===== src/rtl/sm_pkg.sv =====
// Shared definitions for the sign-magnitude adder.
package sm_pkg;

  // Default total word width: 1 sign bit plus magnitude bits.
  localparam int unsigned SmWidthDefault = 8;

  // Sign-magnitude word at the default width.
  typedef struct packed {
    logic                      sign;
    logic [SmWidthDefault-2:0] mag;
  } sm_word_t;

endpackage


===== src/rtl/signed_adder_if.sv =====
// Operand/result bundle for signed_adder.
interface signed_adder_if
  import sm_pkg::*;
#(
  parameter int unsigned N = SmWidthDefault
);

  logic         in_valid;
  logic [N-1:0] A;
  logic [N-1:0] B;
  logic [N-1:0] S;
  logic         out_valid;
  logic         ovf;
  logic         zero;

  modport master (
    output in_valid, A, B,
    input  S, out_valid, ovf, zero
  );

  modport slave (
    input  in_valid, A, B,
    output S, out_valid, ovf, zero
  );

endinterface


===== src/rtl/sm_mag_addsub.sv =====
// Combinational sign-magnitude core: unsigned compare, add and subtract of magnitudes.
module sm_mag_addsub
  import sm_pkg::*;
#(
  parameter int unsigned W = SmWidthDefault - 1
) (
  input  logic [W-1:0] mag_a,
  input  logic [W-1:0] mag_b,
  input  logic         sign_a,
  input  logic         sign_b,
  output logic [W-1:0] mag_s,
  output logic         sign_s,
  output logic         ovf
);

  logic         eff_sign_a;
  logic         eff_sign_b;
  logic [W:0]   sum_ext;
  logic         a_ge_b;
  logic [W-1:0] diff;
  logic         raw_sign;

  // Negative-zero operands are treated as +0 by clearing their sign.
  assign eff_sign_a = sign_a & (|mag_a);
  assign eff_sign_b = sign_b & (|mag_b);

  assign sum_ext = {1'b0, mag_a} + {1'b0, mag_b};
  assign a_ge_b  = (mag_a >= mag_b);
  assign diff    = a_ge_b ? (mag_a - mag_b) : (mag_b - mag_a);

  // Select add or subtract by sign agreement; a zero magnitude always gets sign 0.
  always_comb begin
    mag_s    = '0;
    raw_sign = 1'b0;
    ovf      = 1'b0;
    if (eff_sign_a == eff_sign_b) begin
      mag_s    = sum_ext[W-1:0];
      raw_sign = eff_sign_a;
      ovf      = sum_ext[W];
    end else begin
      mag_s    = diff;
      raw_sign = a_ge_b ? eff_sign_a : eff_sign_b;
    end
    sign_s = raw_sign & (|mag_s);
  end

endmodule


===== src/rtl/signed_adder.sv =====
// Registered sign-magnitude adder: one operand pair per cycle, 1-cycle latency.
module signed_adder
  import sm_pkg::*;
#(
  parameter int unsigned N = SmWidthDefault
) (
  input logic          clk,
  input logic          rst_n,
  signed_adder_if.slave bus
);

  logic [N-2:0] mag_res;
  logic         sign_res;
  logic         ovf_res;

  logic [N-1:0] s_q;
  logic         ovf_q;
  logic         zero_q;
  logic         valid_q;

  sm_mag_addsub #(
    .W(N - 1)
  ) u_core (
    .mag_a (bus.A[N-2:0]),
    .mag_b (bus.B[N-2:0]),
    .sign_a(bus.A[N-1]),
    .sign_b(bus.B[N-1]),
    .mag_s (mag_res),
    .sign_s(sign_res),
    .ovf   (ovf_res)
  );

  // Output registers: capture on acceptance, hold otherwise; reset clears immediately.
  always_ff @(posedge clk or negedge rst_n) begin
    if (!rst_n) begin
      s_q     <= '0;
      ovf_q   <= 1'b0;
      zero_q  <= 1'b0;
      valid_q <= 1'b0;
    end else begin
      valid_q <= bus.in_valid;
      if (bus.in_valid) begin
        s_q    <= {sign_res, mag_res};
        ovf_q  <= ovf_res;
        zero_q <= ~(|mag_res);
      end
    end
  end

  assign bus.S         = s_q;
  assign bus.ovf       = ovf_q;
  assign bus.zero      = zero_q;
  assign bus.out_valid = valid_q;

endmodule


===== src/flat_wrapper.sv =====
// flat-port wrapper written by rule: the top's interface ports become plain ports
module signed_adder_flat import sm_pkg::*;
#(
  parameter int unsigned N = SmWidthDefault
)
  (clk, rst_n, bus_in_valid, bus_A, bus_B, bus_S, bus_out_valid, bus_ovf, bus_zero);
  signed_adder_if #(.N(N)) bus_i ();
  input logic clk;
  input logic rst_n;
  input wire logic [$bits(bus_i.in_valid)-1:0] bus_in_valid;
  input wire logic [$bits(bus_i.A)-1:0] bus_A;
  input wire logic [$bits(bus_i.B)-1:0] bus_B;
  output wire logic [$bits(bus_i.S)-1:0] bus_S;
  output wire logic [$bits(bus_i.out_valid)-1:0] bus_out_valid;
  output wire logic [$bits(bus_i.ovf)-1:0] bus_ovf;
  output wire logic [$bits(bus_i.zero)-1:0] bus_zero;
  assign bus_i.in_valid = bus_in_valid;
  assign bus_i.A = bus_A;
  assign bus_i.B = bus_B;
  assign bus_S = bus_i.S;
  assign bus_out_valid = bus_i.out_valid;
  assign bus_ovf = bus_i.ovf;
  assign bus_zero = bus_i.zero;
  signed_adder #(.N(N)) u_core (.clk(clk), .rst_n(rst_n), .bus(bus_i));
endmodule

===== config.mk =====
export PLATFORM = sky130hd
export DESIGN_NAME = signed_adder_flat
export DESIGN_NICKNAME = d
export VERILOG_FILES = /design/src/rtl/sm_pkg.sv /design/src/rtl/signed_adder_if.sv /design/src/rtl/sm_mag_addsub.sv /design/src/rtl/signed_adder.sv /design/src/flat_wrapper.sv
export SDC_FILE = /design/constraint.sdc
export NUM_CORES = 1
export LEC_CHECK = 0
export ABC_AREA = 1
export CAP_MARGIN = 5
export CORE_AREA = 2 2 62 64
export CTS_BUF_LIST = sky130_fd_sc_hd__clkbuf_4
export CTS_CLUSTER_SIZE = 40
export DETAILED_ROUTE_END_ITERATION = 10
export DIE_AREA = 0 0 64 66
export PLACE_DENSITY = 0.78
export SLEW_MARGIN = 20
export SYNTH_ARGS = -nofsm -noshare
export SYNTH_HDL_FRONTEND = slang
export SYNTH_SLANG_ARGS = --single-unit

===== constraint.sdc =====
create_clock -name clk -period 0.8 [get_ports clk]
set_input_delay 0.16 -clock clk [delete_from_list [all_inputs] [get_ports clk]]
set_output_delay 0.16 -clock clk [all_outputs]
set_load 0.005 [all_outputs]

* After elaboration in Yosys (flattened, before gate mapping)
Cells that the tools add are included.
Storage, ports and cells: bits in registers 11, ROM bits 0, input bits 19, bits in latches 0, memories 0, memory bits (writable) 0
Cells by class: mux-type cells 5, $mul 0, bitwise logic cells 4, reduce and logical (&&, ||, !) cells 3, div/mod/pow operators 0, eq/ne operators 1, add/sub/neg operators 3, order comparisons 1, shifts and indexed selects 0
Operators with widths (number):
- $reduce_or 7->1 | 3
- $mux 7 | 2
- $sub 7x7->7 | 2
- $add 7x7->8 | 1
- $ge 7x7->1 | 1
- $and 1x1->1 | 3
- $mux 1 | 3
- $eq 1x1->1 | 1
- $not 1->1 | 1

* Depth between registers and ports, before layout
Gate-level depths: netlist (run 1).
word-level depth 6, depth in mapped cells 17

* Modules after synthesis
A second synthesis (run 1) with hierarchy kept.
Second synthesis, totals: cell total of the unflattened synthesis 273, area total of the unflattened synthesis 1780.5 sq um
Modules (own cells, without submodules):
- sm_mag_addsub | area an instance 1326.3 sq um, cells an instance 225, times used 1
- signed_adder | area an instance 454.2 sq um, cells an instance 48, times used 1

* Worst setup path after synthesis (run 1)
OpenSTA, ideal clock, no wires.
kind input to register, from input port bus_B[0], to register u_core.s_q[7], in the netlist u_core.bus.S[7], path slack -814 ps, setup time 116 ps, required time 684 ps, arrival 1497 ps, stages 15, path through inv_1 ha_1 fa_1 inv_1 nand2_1 nand3_1 nand2_1 nand2_1 nand3_1 nand2_2 nand2_2 nor2_2 nand2_1 nand2_1 nand2_1
On the way: longest elaborated chain between the ends 6
RTL lines:
- from (decl) | line flat_wrapper.sv:12 | input wire logic [$bits(bus_i.B)-1:0] bus_B;
- parallel branches: the longest is 5 deep, another holds $sub 7x7->7
- $and 1x1->1 * | line sm_mag_addsub.sv:44 | sign_s = raw_sign & (|mag_s);
- to (signal assigned) | line signed_adder.sv:43 | s_q <= {sign_res, mag_res};
- to (decl) | line signed_adder.sv:16 | logic [N-1:0] s_q;
Every way passes the cells marked *. A chain may end at the register's enable or synchronous reset.

* Worst setup path after layout (run 1)
Ends and elaborated chain as after synthesis.

==> impl_metrics.csv, run 1 <==
group,metric,value,unit
layout,drive_gt1_frac,0.539,
worst_setup_path,path_common_cell,"nand2_1",
cts,cts_buffers,3,
cts,cts_tree,"done",
sta,hold_viol,0,
synthesis,synth-seq-cells,11,
routing,avgViaCountPerCell,5.15,
cts,cts_sinks,11,
worst_setup_path,timing.rr.start,"u_core.bus.S[4]",
synthesis,synth_cells,259,
sta,min_period,1.50,ns
synthesis,yosysWarningCount,0,
die,dieArea,4220,um^2
die,fp.dieH,66,um
sta,rsz0062_at_grt,"yes",
worst_setup_path,cp.depth,13,
global_routing,antenna_found_initial,0,
cts,htreeDepth,1,
global_routing,grt.overflow.total,0,
sta,slew_violations,0,
placement,globalplace.congestion,0.888,
worst_setup_path,cpPeakStageDelay,0.39,ns
worst_setup_path,worst-setup-path-type,"in -> reg",
worst_setup_path,crit_required,0.96,ns
synthesis,syn_area,1730,um^2
routing,totalWireLength,5570,um
routing,drt_iter0_drc,121,
min_path,hp-class,"in -> async",
sta,fmax,665,MHz
global_routing,grt_start_max_net_pins,15,
run_status,status,"finished, violations left",
die,std_cell_rows,22,
synthesis,syn_nets,302,
die,core-area,3550,um^2
die,die_w,64,um
routing,ant_nets,0,
sta,skew,0,ns
worst_setup_path,endpoint_kind,"flip-flop",
routing,drc,0,
synthesis,synth.distinct_cells,27,
worst_setup_path,cp.buffers_inverters,1,
cts,clockBufferDepth,2,
sta,slew_headroom,0.828,
synthesis,avgSynthCellArea,6.67,um^2
sta,setup_viol,20,
worst_setup_path,startpoint_type,"input pin",
placement,io_buffers,29,
routing,drt_pass1_iterations,4,
placement,place_ws,-1.51,ns
cts,clk_latency,0.26,ns
global_routing,track_usage,0.259,
worst_setup_path,crit_arrival,1.67,ns
worst_setup_path,crit_end,"u_core.bus.S[7]",
worst_setup_path,crit_chain,"buf_8, ha_4, fa_2, nand3_2, nand2_1, xor2_1, nand2_1, nand2_2, nand2_2, nor2_2, nand2_1, nand2_1, nand2_1",
sta,setup_ws,-0.704,ns
sta,final.setup.tns,-6.76,ns
power_and_ir_drop,peakVddDrop,575,uV
power_and_ir_drop,power_density,1130,nW/um^2
die,start_util,0.487,
global_routing,grt_pass1_vias,1963,
routing,vias,2044,
worst_setup_path,crit_slowest_cell,"fa_2",
cts,cts-root-buf,"clkbuf_4",
layout,diodes,0,
worst_setup_path,crit_path_start,"bus_B[0]",
worst_setup_path,rr_worst_depth,4,
sta,whs,0.213,ns
power_and_ir_drop,p_leak,1.50,nW
worst_setup_path,worstReg2RegEnd,"u_core.bus.S[4]",
run_status,violations,"setup timing",
sta,fin_crit_sh,1.88,
routing,wl_per_cell,14.0,um
worst_setup_path,crit_family,"simple AND/OR/NAND/NOR gates",
synthesis,ys_seq_area_frac,0.159,
worst_setup_path,cp_max_fo,4,
flow_run,max_cap_viol_count,0,
global_routing,grt_pass1_wl,8650,um
worst_setup_path,r2r_slack,-0.06,ns
layout,syn_to_final_growth,67.7,%
cts,clkSlewWorstSetupHoldPaths,0.07,ns
placement,dp_hpwl,3820,um
die,pin_count,30,
layout,fin_nets,393,
sta,worst_slew_pin_slew,0.258,ns
-- worst reg2reg max path: stages (launching register included) --
cell     delay [ns]
dfrtp_1        0.38
buf_4          0.14
buf_4          0.12
nand2_1        0.05
o21ai_1        0.06
-- cells by family after synthesis --
| family | Yosys count | synth area share |
|---|---|---|
| fa+ha+maj | 24 | 0.187 |
| xor+xnor | 7 | 0.0355 |
| simple gates | 143 | 0.409 |
| compound gates | 24 | 0.0818 |
| flops | 11 | 0.159 |
| buf+inv | 50 | 0.127 |
-- where the power goes --
group,internal [mW],leakage [nW],switching [mW]
registers,0.637,0.134,0.0391
logic,1.07,1.34,1.13
clock network,0.227,0.0184,0.175
-- per-stage QoR --
stage | area [um^2] | utilization | total power, mW | std cells
floorplan | 1910 | - | 1.70 | 259
global placement | 2580 | 0.728 | 2.53 | 380
detailed placement | 2580 | 0.728 | 2.58 | 380
CTS | 2710 | 0.762 | 3.03 | 392
global route | 2900 | 0.816 | 3.48 | 397
finish | 2900 | 0.816 | 3.27 | 397
-- worst min path at each step --
stage,start,end,slack [ns],depth (start not counted)
final,rst_n,u_core.bus.S[4],0.21,2
after global routing,rst_n,u_core.bus.S[2],0.22,2
after CTS,rst_n,u_core.bus.S[4],0.21,2
after detailed placement,u_core.bus.zero,u_core.bus.zero,0.47,2
after global placement,u_core.bus.zero,u_core.bus.zero,0.46,2
after floorplan,rst_n,u_core.bus.S[0],-0.14,0
-- cells in the final DEF, fill, tap and decap left out, types with 5 or more instances in the layout --
| cell | n |
|---|---|
| nand3_2 | 12 |
| nand2_2 | 20 |
| inv_2 | 5 |
| nand3_1 | 11 |
| nor2_1 | 9 |
| nand2_1 | 62 |
| inv_4 | 9 |
| nand4_1 | 5 |
| ha_1 | 11 |
| o21ai_1 | 5 |
| inv_1 | 27 |
| ha_4 | 9 |
| dfrtp_1 | 11 |
| buf_4 | 55 |
| nor2_4 | 7 |
| xor2_1 | 5 |
| buf_2 | 14 |
| nand2_4 | 10 |
| buf_6 | 13 |
-- cell usage after synthesis --
cell type / n / area, um^2
inv_1: 39 / 146
a21oi_1: 8 / 40.0
nand2_4: 6 / 67.6
nand3_1: 20 / 100
inv_2: 5 / 18.8
nor2_4: 2 / 22.5
nor2_2: 3 / 18.8
nand3b_1: 1 / 7.51
o21ai_2: 1 / 8.76
nand3_2: 4 / 40.0
nor2_1: 15 / 56.3
a21oi_2: 1 / 8.76
clkbuf_1: 1 / 3.75
ha_1: 21 / 263
nand3_4: 1 / 17.5
xor2_1: 5 / 43.8
xnor2_1: 2 / 17.5
inv_4: 1 / 6.26
fa_1: 3 / 60.1
nand2_1: 77 / 289
dfrtp_1: 11 / 275
nand4_1: 5 / 31.3
o21ai_0: 11 / 55.1
nand2_2: 9 / 56.3
a31oi_1: 2 / 12.5
buf_6: 4 / 45.0
a21oi_4: 1 / 16.3
-- metal layers --
| metal | wire [um] | GRT usage | up-vias |
|---|---|---|---|
| met3 | 261 | 0.0341 | 25 |
| met4 | 239 | 0.111 | 0 |
| met5 | 0 | 0 | - |
| li1 | - | - | 991 |
| met1 | 2180 | 0.309 | 945 |
| met2 | 2900 | 0.464 | 83 |
-- what timing repair did --
item | in CTS | in global routing
endpoints found under the hold margin | 0 | 0
endpoints found under the setup margin | 21 | 21
gates cloned | 0 | 0
buffers inserted | 9 | 6
resized for setup | 153 | 42
pin swaps | 49 | 20
hold buffers | 0 | 0
-- layout make-up --
type                            instances  area (um^2)
Timing Repair Buffer                   91          759
Tap cell                               48         60.1
Clock buffer                            4         30.0
Fill cell                             211          653
Multi-Input combinational cell        198         1550
Sequential cell                        11          275
Inverter                               45          219
-- registers in the layout, indices dropped and copies added, names as in the netlist --
| signal | flops |
|---|---|
| u_core.bus.S | 8 |
| u_core.bus.out_valid | 1 |
| u_core.bus.ovf | 1 |
| u_core.bus.zero | 1 |
Note: power is estimated with default switching activity, not from simulation.
==> run 2, diff against run 1 <==
--- a/config.mk
+++ b/config.mk
@@ -13,6 +13,7 @@
 export DETAILED_ROUTE_END_ITERATION = 10
 export DIE_AREA = 0 0 64 66
 export PLACE_DENSITY = 0.78
+export SETUP_SLACK_MARGIN = 0.1
 export SLEW_MARGIN = 20
 export SYNTH_ARGS = -nofsm -noshare
 export SYNTH_HDL_FRONTEND = slang
==> impl_metrics.csv, run 2 (same netlist as run 1, synthesis figures left out) <==
group,metric,value,unit
worst_setup_path,timing.rr.start,"u_core.bus.S[4]",
routing,ant_nets,0,
cts,htreeDepth,1,
layout,layout_common_cells,"59 x nand2_1, 54 x buf_4, 27 x inv_1",
power_and_ir_drop,p_leak,1.53,nW
routing,wl_per_cell,16.6,um
global_routing,grt.overflow.total,0,
worst_setup_path,startpoint_type,"input pin",
cts,clk_latency,0.27,ns
layout,largest_reg_flops,8,
worst_setup_path,worstReg2RegEnd,"u_core.bus.S[4]",
routing,drt_pass1_iterations,8,
die,pin_count,30,
sta,fmax,610,MHz
layout,fin_util,0.827,
global_routing,antenna_found_initial,0,
worst_setup_path,crit_arrival,1.79,ns
worst_setup_path,crit_end,"u_core.bus.S[7]",
global_routing,track_usage,0.260,
global_routing,grt_pass1_wl,8710,um
sta,worst_slew_pin_slew,0.282,ns
power_and_ir_drop,p_int,1.98,mW
layout,fin_cells,397,
flow_run,max_cap_viol_count,0,
layout,fin_nets,393,
placement,globalplace.congestion,0.854,
sta,setup_viol,21,
routing,avgViaCountPerCell,5.65,
die,std_cell_rows,22,
sta,slew_headroom,0.810,
routing,drt_iter0_drc,240,
sta,final.setup.tns,-7.90,ns
die,start_util,0.487,
power_and_ir_drop,total_power,3.46,mW
global_routing,grt_pass1_vias,2019,
worst_setup_path,rr_worst_depth,4,
sta,setup_ws,-0.838,ns
power_and_ir_drop,clockPowerShare,0.121,
die,fp.dieH,66,um
worst_setup_path,crit_required,0.96,ns
sta,hold_viol,0,
sta,slew_violations,0,
cts,cts_buffers,3,
placement,io_buffers,29,
die,core-area,3550,um^2
power_and_ir_drop,power_density,1180,nW/um^2
cts,ctsHoldBuffers,0,
run_status,violations,"setup timing",
run_status,status,"finished, violations left",
global_routing,grt_start_max_net_pins,15,
layout,drive_gt1_frac,0.550,
layout,diodes,0,
routing,vias,2245,
power_and_ir_drop,switching_power,1.48,mW
worst_setup_path,crit_slowest_cell,"fa_2",
sta,rsz0062_at_grt,"yes",
die,die_w,64,um
power_and_ir_drop,power_frac_comb,0.682,
power_and_ir_drop,peakVddDrop,513,uV
worst_setup_path,cp.depth,16,
worst_setup_path,r2r_slack,-0.08,ns
cts,clkSlewWorstSetupHoldPaths,0.08,ns
sta,min_period,1.64,ns
routing,drc,0,
die,dieArea,4220,um^2
layout,layout_commonest_cell,"nand2_1",
cts,cts_sinks,11,
power_and_ir_drop,seqPwrFrac,0.197,
sta,skew,0,ns
sta,fin_crit_sh,2.05,
layout,syn_to_final_growth,69.9,%
worst_setup_path,endpoint_kind,"flip-flop",
worst_setup_path,crit_path_start,"bus_B[0]",
worst_setup_path,path_common_cell,"nand2_1",
power_and_ir_drop,sw_frac_of_total,0.428,
worst_setup_path,worst-setup-path-type,"in -> reg",
cts,clockBufferDepth,2,
cts,cts_tree,"done",
worst_setup_path,cp_max_fo,4,
worst_setup_path,cpPeakStageDelay,0.36,ns
routing,totalWireLength,6590,um
worst_setup_path,crit_family,"simple AND/OR/NAND/NOR gates",
worst_setup_path,crit_chain,"buf_8, inv_4, ha_4, fa_2, inv_2, nand2_1, nand3_1, nand2_1, nand2_1, nand3_1, nand2_2, nand2_2, nor2_2, nand2_1, nand2_1, nand2_1",
worst_setup_path,cp.buffers_inverters,3,
placement,dp_hpwl,3860,um
cts,cts-root-buf,"clkbuf_4",
placement,place_inst,376,
min_path,hp-class,"in -> async",
## run 2: cell count changes in the layout (fill, tap and decap cells not counted), sizes merged
cell           delta
clkdlybuf4s50     -2
dlygate4sd2       +1
dlymetal6s2s      +1
## run 2: repair_timing
action	4_1_cts	5_1_grt
endpoints found under the setup margin	21	21
setup buffers	10	7
pin swaps	49	33
gates resized for setup	157	50
## run 2: power groups by stage
stage	combinational [mW]	sequential [mW]	clock, mW
final	2.36	0.682	0.419
after global routing	2.50	0.687	0.466
after CTS	1.96	0.676	0.414
after detailed placement	1.85	0.691	0
after global placement	1.81	0.686	0
after floorplan	1.01	0.696	0
## run 2: layout make-up
class	instances	area (um^2)
multi-input cells	198	1570
repair buffers	91	779
well taps	48	60.1
clock buffers	4	30.0
inverters	45	221
flip-flops and latches	11	275
fillers	186	614
## run 2: worst min-delay path by stage
| stage | from | endpoint | slack, ns |
|---|---|---|---|
| global placement | u_core.bus.zero | u_core.bus.zero | 0.46 |
| CTS | rst_n | u_core.bus.out_valid | 0.24 |
| floorplan | rst_n | u_core.bus.S[0] | -0.14 |
| global route | rst_n | u_core.bus.out_valid | 0.23 |
| detailed placement | u_core.bus.zero | u_core.bus.zero | 0.46 |
| finish | rst_n | u_core.bus.out_valid | 0.23 |
## run 2: routing by layer
layer / routed length (um) / track usage / up-vias
met5: 0 / 0 / -
met4: 439 / 0.0870 / 0
met3: 455 / 0.0358 / 58
met2: 3260 / 0.501 / 165
met1: 2440 / 0.291 / 1031
li1: - / - / 991
## run 2: metrics by stage
step	area, um^2	hold WS (ns)	setup slack [ns]
floorplan	1910	-0.136	-0.753
global placement	2550	0.460	-1.46
detailed placement	2550	0.460	-1.50
CTS	2710	0.243	-0.675
global route	2940	0.229	-0.909
finish	2940	0.231	-0.838
